File: src/rtl/fetch_ctrl_pkg.sv
// fetch_ctrl_pkg: shared types and constants for the instruction-fetch sequencer.
// Latency: n/a (declarations only).
// Backpressure: n/a.
// Contents: FSM state encoding, word width, ISA NOP, enable levels, PC helpers.
package fetch_ctrl_pkg;

  localparam int WORD_DATA_W = 32;

  // RISC-V canonical NOP (addi x0, x0, 0); what IF/ID sees for squashed fetches.
  localparam logic [WORD_DATA_W-1:0] ISA_NOP = 32'h0000_0013;

  localparam logic ENABLE  = 1'b1;
  localparam logic DISABLE = 1'b0;

  // Sequential fetch stride in bytes.
  localparam logic [WORD_DATA_W-1:0] PC_STEP = 32'd4;

  typedef enum logic [1:0] {
    FC_IDLE  = 2'd0,  // one cycle after reset before the first request
    FC_FETCH = 2'd1,  // request outstanding, response will be used
    FC_HOLD  = 2'd2,  // instruction captured, waiting for ID to accept it
    FC_DROP  = 2'd3   // request outstanding, response is stale and discarded
  } fc_state_t;

  // Force an address onto a 32-bit word boundary.
  function automatic logic [WORD_DATA_W-1:0] word_align(input logic [WORD_DATA_W-1:0] addr);
    return addr & ~32'h3;
  endfunction

  // Next sequential PC; wraps modulo 2^32.
  function automatic logic [WORD_DATA_W-1:0] pc_next(input logic [WORD_DATA_W-1:0] pc);
    return pc + PC_STEP;
  endfunction

endpackage

File: src/rtl/fetch_wait_timer.sv
// fetch_wait_timer: saturating bus wait counter with a sticky timeout flag.
// Latency: err rises on the clock edge that takes the wait count to MAX_WAIT.
// Backpressure: none; it only observes the request/ready pair.
// Ports: clk, reset (async, active-high); busy = request raised, done = ready seen,
//        clr_err = clears the sticky flag; err = sticky timeout flag.
module fetch_wait_timer #(
  parameter int MAX_WAIT = 16  // legal range 2..255
) (
  input  logic clk,
  input  logic reset,
  input  logic busy,
  input  logic done,
  input  logic clr_err,
  output logic err
);

  localparam logic [7:0] CNT_MAX = 8'hFF;
  // The flag sets on the increment that lands exactly on MAX_WAIT, so the
  // trigger is the count value just before it.
  localparam logic [7:0] ERR_AT  = 8'(MAX_WAIT - 1);

  logic [7:0] wait_cnt;
  logic       waiting;

  assign waiting = busy & ~done;

  always_ff @(posedge clk or posedge reset) begin
    if (reset) begin
      wait_cnt <= '0;
      err      <= 1'b0;
    end else begin
      if (done) begin
        wait_cnt <= '0;
      end else if (busy && (wait_cnt != CNT_MAX)) begin
        wait_cnt <= wait_cnt + 8'd1;
      end

      // Clear wins over set: once the count has passed MAX_WAIT it never
      // re-triggers, so a clear during a stuck request really sticks.
      if (clr_err) begin
        err <= 1'b0;
      end else if (waiting && (wait_cnt == ERR_AT)) begin
        err <= 1'b1;
      end
    end
  end

endmodule

File: src/rtl/fetch_ctrl.sv
// fetch_ctrl: instruction-fetch sequencer between the imem bus and the IF/ID register.
// Latency: zero-wait memory gives one insn per cycle; insn/fetch_pc update on the edge that sees mem_rdy.
// Backpressure: id_stall parks in HOLD with mem_req low; a raised mem_req/mem_addr is held until mem_rdy.
// Optional feature: define FETCH_PERF_CNT_EN to build perf_fetch/perf_stall counters; otherwise both read 0.
// Ports:
//   clk, reset            clock, asynchronous active-high reset
//   id_stall              ID/hazard stall request
//   flush/new_pc          pipeline flush and its target (highest priority redirect)
//   br_taken/br_addr      taken branch and its target
//   mem_req/mem_addr      fetch request and word-aligned address
//   mem_rdy/mem_rdata     response valid / request accepted, and fetched word
//   fetch_pc/insn         PC and instruction presented to IF/ID
//   if_stall              IF/ID capture inhibit
//   fetch_err             sticky wait-timeout flag
//   perf_fetch/perf_stall retired-fetch and stall-cycle counters
module fetch_ctrl
  import fetch_ctrl_pkg::*;
#(
  parameter logic [31:0] RESET_PC = 32'h0000_0000,
  parameter int          MAX_WAIT = 16
) (
  input  logic                   clk,
  input  logic                   reset,
  input  logic                   id_stall,
  input  logic                   flush,
  input  logic [WORD_DATA_W-1:0] new_pc,
  input  logic                   br_taken,
  input  logic [WORD_DATA_W-1:0] br_addr,
  output logic                   mem_req,
  output logic [WORD_DATA_W-1:0] mem_addr,
  input  logic                   mem_rdy,
  input  logic [WORD_DATA_W-1:0] mem_rdata,
  output logic [WORD_DATA_W-1:0] fetch_pc,
  output logic [WORD_DATA_W-1:0] insn,
  output logic                   if_stall,
  output logic                   fetch_err,
  output logic [31:0]            perf_fetch,
  output logic [31:0]            perf_stall
);

  localparam logic [WORD_DATA_W-1:0] PC_INIT = word_align(RESET_PC);

  fc_state_t              state;
  logic [WORD_DATA_W-1:0] pc;        // address of the current / next request
  logic [WORD_DATA_W-1:0] redir_pc;  // target parked while a stale response drains

  logic                   redirect;
  logic [WORD_DATA_W-1:0] redir_tgt;

  // flush outranks a taken branch in the same cycle.
  assign redirect  = flush | br_taken;
  assign redir_tgt = word_align(flush ? new_pc : br_addr);

  // pc is only ever changed on a handshake or while mem_req is low, so
  // driving the address straight from it keeps it stable for the bus.
  // In DROP, pc still holds the old address of the stale request.
  assign mem_addr = pc;

  // IF/ID may capture only in FETCH on the cycle the data arrives and ID is free.
  assign if_stall = id_stall | (state != FC_FETCH) | ~mem_rdy;

  always_ff @(posedge clk or posedge reset) begin
    if (reset) begin
      state    <= FC_IDLE;
      pc       <= PC_INIT;
      redir_pc <= PC_INIT;
      mem_req  <= DISABLE;
      insn     <= ISA_NOP;
      fetch_pc <= PC_INIT;
    end else begin
      case (state)
        FC_IDLE: begin
          state   <= FC_FETCH;
          mem_req <= ENABLE;
        end

        FC_FETCH: begin
          if (mem_rdy) begin
            if (redirect) begin
              // Response belongs to the wrong path: squash it and restart at the target.
              insn <= ISA_NOP;
              pc   <= redir_tgt;
            end else begin
              insn     <= mem_rdata;
              fetch_pc <= pc;
              if (id_stall) begin
                state   <= FC_HOLD;
                mem_req <= DISABLE;
              end else begin
                pc <= pc_next(pc);
              end
            end
          end else if (redirect) begin
            // Request cannot be withdrawn; remember where to go once it completes.
            redir_pc <= redir_tgt;
            insn     <= ISA_NOP;
            state    <= FC_DROP;
          end
        end

        FC_HOLD: begin
          if (redirect) begin
            pc      <= redir_tgt;
            state   <= FC_FETCH;
            mem_req <= ENABLE;
          end else if (!id_stall) begin
            pc      <= pc_next(pc);
            state   <= FC_FETCH;
            mem_req <= ENABLE;
          end
        end

        FC_DROP: begin
          if (mem_rdy) begin
            // A redirect arriving on the completing cycle is the newest target.
            insn  <= ISA_NOP;
            pc    <= redirect ? redir_tgt : redir_pc;
            state <= FC_FETCH;
          end else if (redirect) begin
            redir_pc <= redir_tgt;
          end
        end

        default: begin
          state   <= FC_IDLE;
          mem_req <= DISABLE;
        end
      endcase
    end
  end

  fetch_wait_timer #(
    .MAX_WAIT (MAX_WAIT)
  ) u_wait_timer (
    .clk     (clk),
    .reset   (reset),
    .busy    (mem_req),
    .done    (mem_rdy),
    .clr_err (flush),
    .err     (fetch_err)
  );

`ifdef FETCH_PERF_CNT_EN
  logic        fetch_retire;
  logic [31:0] perf_fetch_q;
  logic [31:0] perf_stall_q;

  // Accepted and used: a handshake in FETCH that no redirect squashes.
  assign fetch_retire = (state == FC_FETCH) & mem_rdy & ~redirect;

  always_ff @(posedge clk or posedge reset) begin
    if (reset) begin
      perf_fetch_q <= '0;
      perf_stall_q <= '0;
    end else begin
      if (fetch_retire) begin
        perf_fetch_q <= perf_fetch_q + 32'd1;
      end
      if (if_stall) begin
        perf_stall_q <= perf_stall_q + 32'd1;
      end
    end
  end

  assign perf_fetch = perf_fetch_q;
  assign perf_stall = perf_stall_q;
`else
  assign perf_fetch = '0;
  assign perf_stall = '0;
`endif

endmodule

File: config.mk
export PLATFORM = sky130hd
export DESIGN_NAME = fetch_ctrl
export DESIGN_NICKNAME = d
export VERILOG_FILES = /design/src/rtl/fetch_ctrl_pkg.sv /design/src/rtl/fetch_wait_timer.sv /design/src/rtl/fetch_ctrl.sv
export SDC_FILE = /design/constraint.sdc
export NUM_CORES = 1
export LEC_CHECK = 0
export CORE_MARGIN = 5
export CORE_UTILIZATION = 49
export DETAILED_ROUTE_END_ITERATION = 8
export PLACE_DENSITY = 0.87
export SLEW_MARGIN = 20
export SYNTH_ARGS = -nofsm -noshare
export SYNTH_HDL_FRONTEND = slang
export SYNTH_SLANG_ARGS = --single-unit
File: constraint.sdc
create_clock -name clk -period 15.5 [get_ports clk]
set_input_delay 3.875 -clock clk [delete_from_list [all_inputs] [get_ports clk]]
set_output_delay 3.875 -clock clk [all_outputs]
set_load 0.05 [all_outputs]
==> qor.yml <==
outcome:
  outcome: "completed"
drt:
  wl_per_cell_um: 19.3
  vias_per_cell: 5.91
  post-route-drc-count: 0
  ant_nets: 0
  vias: 6774
  drtIter0Drc: 765
  totalWireLength_um: 22200
  drt-pass1-iter-count: 7
pwr:
  pwr_density_cell_mw_per_mm2: 138
  peakVddDrop_mv: 0.119
  p_leak_nw: 3.98
setup_path:
  cp.required_ns: 11.62
  critical_path_class: "in2out"
  cp_max_fo: 22
  r2r-end: "mem_addr[30]$_DFFE_PP0P_"
  critPathArrivalTime_ns: 6.35
  crit_path_start_kind: "primary input"
  end_kind: "primary output"
  rr_worst_depth: 6
  reg2reg_slack_ns: 13.11
  r2r-start: "state[1]$_DFFE_PP0P_"
final_layout:
  layout_commonest_cell: "clkdlybuf4s50_1"
  drive_above_1_share_pct: 9.14
  diodes: 0
  mostFrequentLayoutCells: "196 x clkdlybuf4s50_1, 137 x dfrtp_1, 95 x nand2_1"
  fill_cells: 1143
  finalInstanceArea_mm2: 0.00980
  areaGrowthSynthToFinish_pct: 33.1
  final_nets: 1054
timing:
  slew_headroom_pct: 32.2
  skew_ns: 0.0106
  whs_ns: 0.478
  grt_setup_unrepaired: "no"
  drv_slew: 0
  tightest_slew_ns: 1.02
  finalSetupViolations: 0
  finalCritPeriodShare_pct: 66.0
  hold_viol: 0
  max_freq_mhz: 97.8
  setup-tns-final_ns: 0
  fin_crit_ns: 10.23
synth:
  ys_ff_latch: 140
  synthCells: 781
  postSynth.asyncResetShare_pct: 100
  synth-edff-count: 0
  synth.top_cell.area_share_pct: 46.6
  synth_flop_cell: "dfrtp_1"
  yosysSeqAreaShare_pct: 47.7
  synth_top_cell_by_area: "dfrtp_1"
  synth.avg_cell_area_um2: 9.42
  ys_types: 60
  synth.area.top_cells: "dfrtp_1 47%, buf_4 6.8%, o21ai_0 5.8%"
  ys_warn_count: 0
  syn_area_mm2: 0.00736
clock_network:
  cts.path.max_buffers: 2
  clkTransAtPathRegs_ns: 0.06
  ctsHtreeMaxLevel: 4
  numCtsBuffers: 17
  clock_sinks: 140
  cts_hold_buf: 0
  cts_tree: "done"
  post_cts_resized: 0
  clk-insertion-delay-late_ns: 0.43
  post-cts-setup-buffer-count: 0
  cts-root-buf: "clkbuf_16"
die:
  initial_core_util_pct: 50.3
  die_w_um: 133
  rows: 44
  die_height_um: 133
  core_mm2: 0.0146
  design.die.area_mm2: 0.0176
  io_pins: 265
global_routing:
  grt_busiest_layer: "met2"
  grt_util_all_layers_pct: 24.5
  met2_usage_pct: 39.4
  grt_max_degree: 75
  met1_usage_pct: 31.0
  grt_pass1_vias: 6578
  gr-usage-met3_pct: 6.95
  grt_remaining_overflow: 0
  antenna_found_initial: 1
  grt_pass1_wl_um: 34900
run:
  cap_viol_max_count: 0
placement:
  portBuffers: 196
  place_hpwl_um: 15500
  routabilityCongestion: 0.854
  placed_cell_area_mm2: 0.00916
worst_hold_path:
  hold_depth: 2
  min_path_type: "reg2reg"
  hp-start: "insn[24]$_DFFE_PP0P_"
  hold_path_end: "insn[24]$_DFFE_PP0P_"
## sequential cells by signal, summed over array words and instances, names as in the netlist
signal / cells
insn: 32
redir_pc: 32
mem_addr: 32
state: 2
u_wait_timer.wait_cnt: 8
u_wait_timer.err: 1
mem_req: 1
fetch_pc: 32
## layout make-up
cell class	instances	area, um2	area share (%)
sequential	140	3510	35.8
multi-input combinational	570	3340	34.1
timing repair buffer	205	2030	20.7
clock buffer	20	457	4.66
tap	184	230	2.35
clock inverter	12	170	1.74
inverter	16	65.1	0.664
## synthesized netlist by cell type, types with 3 or more instances
master and n:
o211ai_1 3, clkbuf_1 34, and3_1 5, nor3_1 5, nor4_1 3, nor2b_1 13, dfrtp_1 137, o21ai_1 3
a222oi_1 26, o31ai_1 3, and2_1 3, o21ai_0 86, a21oi_1 37, mux2_2 31, o22ai_1 26, buf_2 13
nand3_1 18, mux2i_1 4, nor2_1 48, a22o_1 4, buf_4 67, inv_1 16, nand4_1 12, o31a_1 13
o41a_1 3, nand2_1 95, a31oi_1 16, dfstp_2 3, a22oi_1 12
## metrics by stage
| step | total power, mW | setup slack, ns | std cells | util [%] |
|---|---|---|---|---|
| global route | 1.41 | 5.15 | 1147 | 66.9 |
| CTS | 1.36 | 5.33 | 1147 | 66.9 |
| finish | 1.36 | 5.27 | 1147 | 66.9 |
| floorplan | 0.780 | 7.13 | 844 | - |
| detailed placement | 0.928 | 5.34 | 1115 | 62.6 |
| global placement | 0.918 | 5.36 | 1115 | 62.6 |
## cells by family (layout without fill, tap and decap cells)
kind of cell | after synthesis | in the layout | share of synthesized area [%]
AOI/OAI and AO/OA | 245 | 245 | 21.5
xor gates and xnor gates | 3 | 3 | 0.357
adders and majority gates | 2 | 2 | 0.340
buffers and inverters | 134 | 253 | 10.7
DFF | 140 | 140 | 47.7
muxes | 36 | 36 | 5.44
other | 1 | 64 | 0.0510
and+or+nand+nor | 220 | 220 | 13.9
## report_power, final
group | internal, mW | leakage, nW | switching [mW] | total [mW]
logic | 0.151 | 1.93 | 0.294 | 0.445
clock network | 0.276 | 0.298 | 0.156 | 0.432
registers | 0.424 | 1.75 | 0.0545 | 0.478
total | 0.851 | 3.98 | 0.504 | 1.36
## per-layer routing
layer	up-vias	part of all wire, %
li1	3068	-
met3	53	9.7
met1	3249	39
met4	2	3.4
met2	402	48
met5	-	0.059
## critical path, cell delays in order
cell	delay (ns)
clkdlybuf4s50_1	1.06
nor2b_1	0.25
nand2_1	0.13
or2_2	0.32
clkdlybuf4s50_1	0.71
## worst max path at each step
stage	startpoint	to	cells past startpoint
3_3_place_gp	mem_rdy	if_stall	5
6_report	mem_rdy	if_stall	5
2_1_floorplan	mem_rdy	if_stall	3
4_1_cts	mem_rdy	if_stall	5
3_5_place_dp	mem_rdy	if_stall	5
5_1_grt	mem_rdy	if_stall	5
Note: power is estimated with default switching activity, not from simulation.
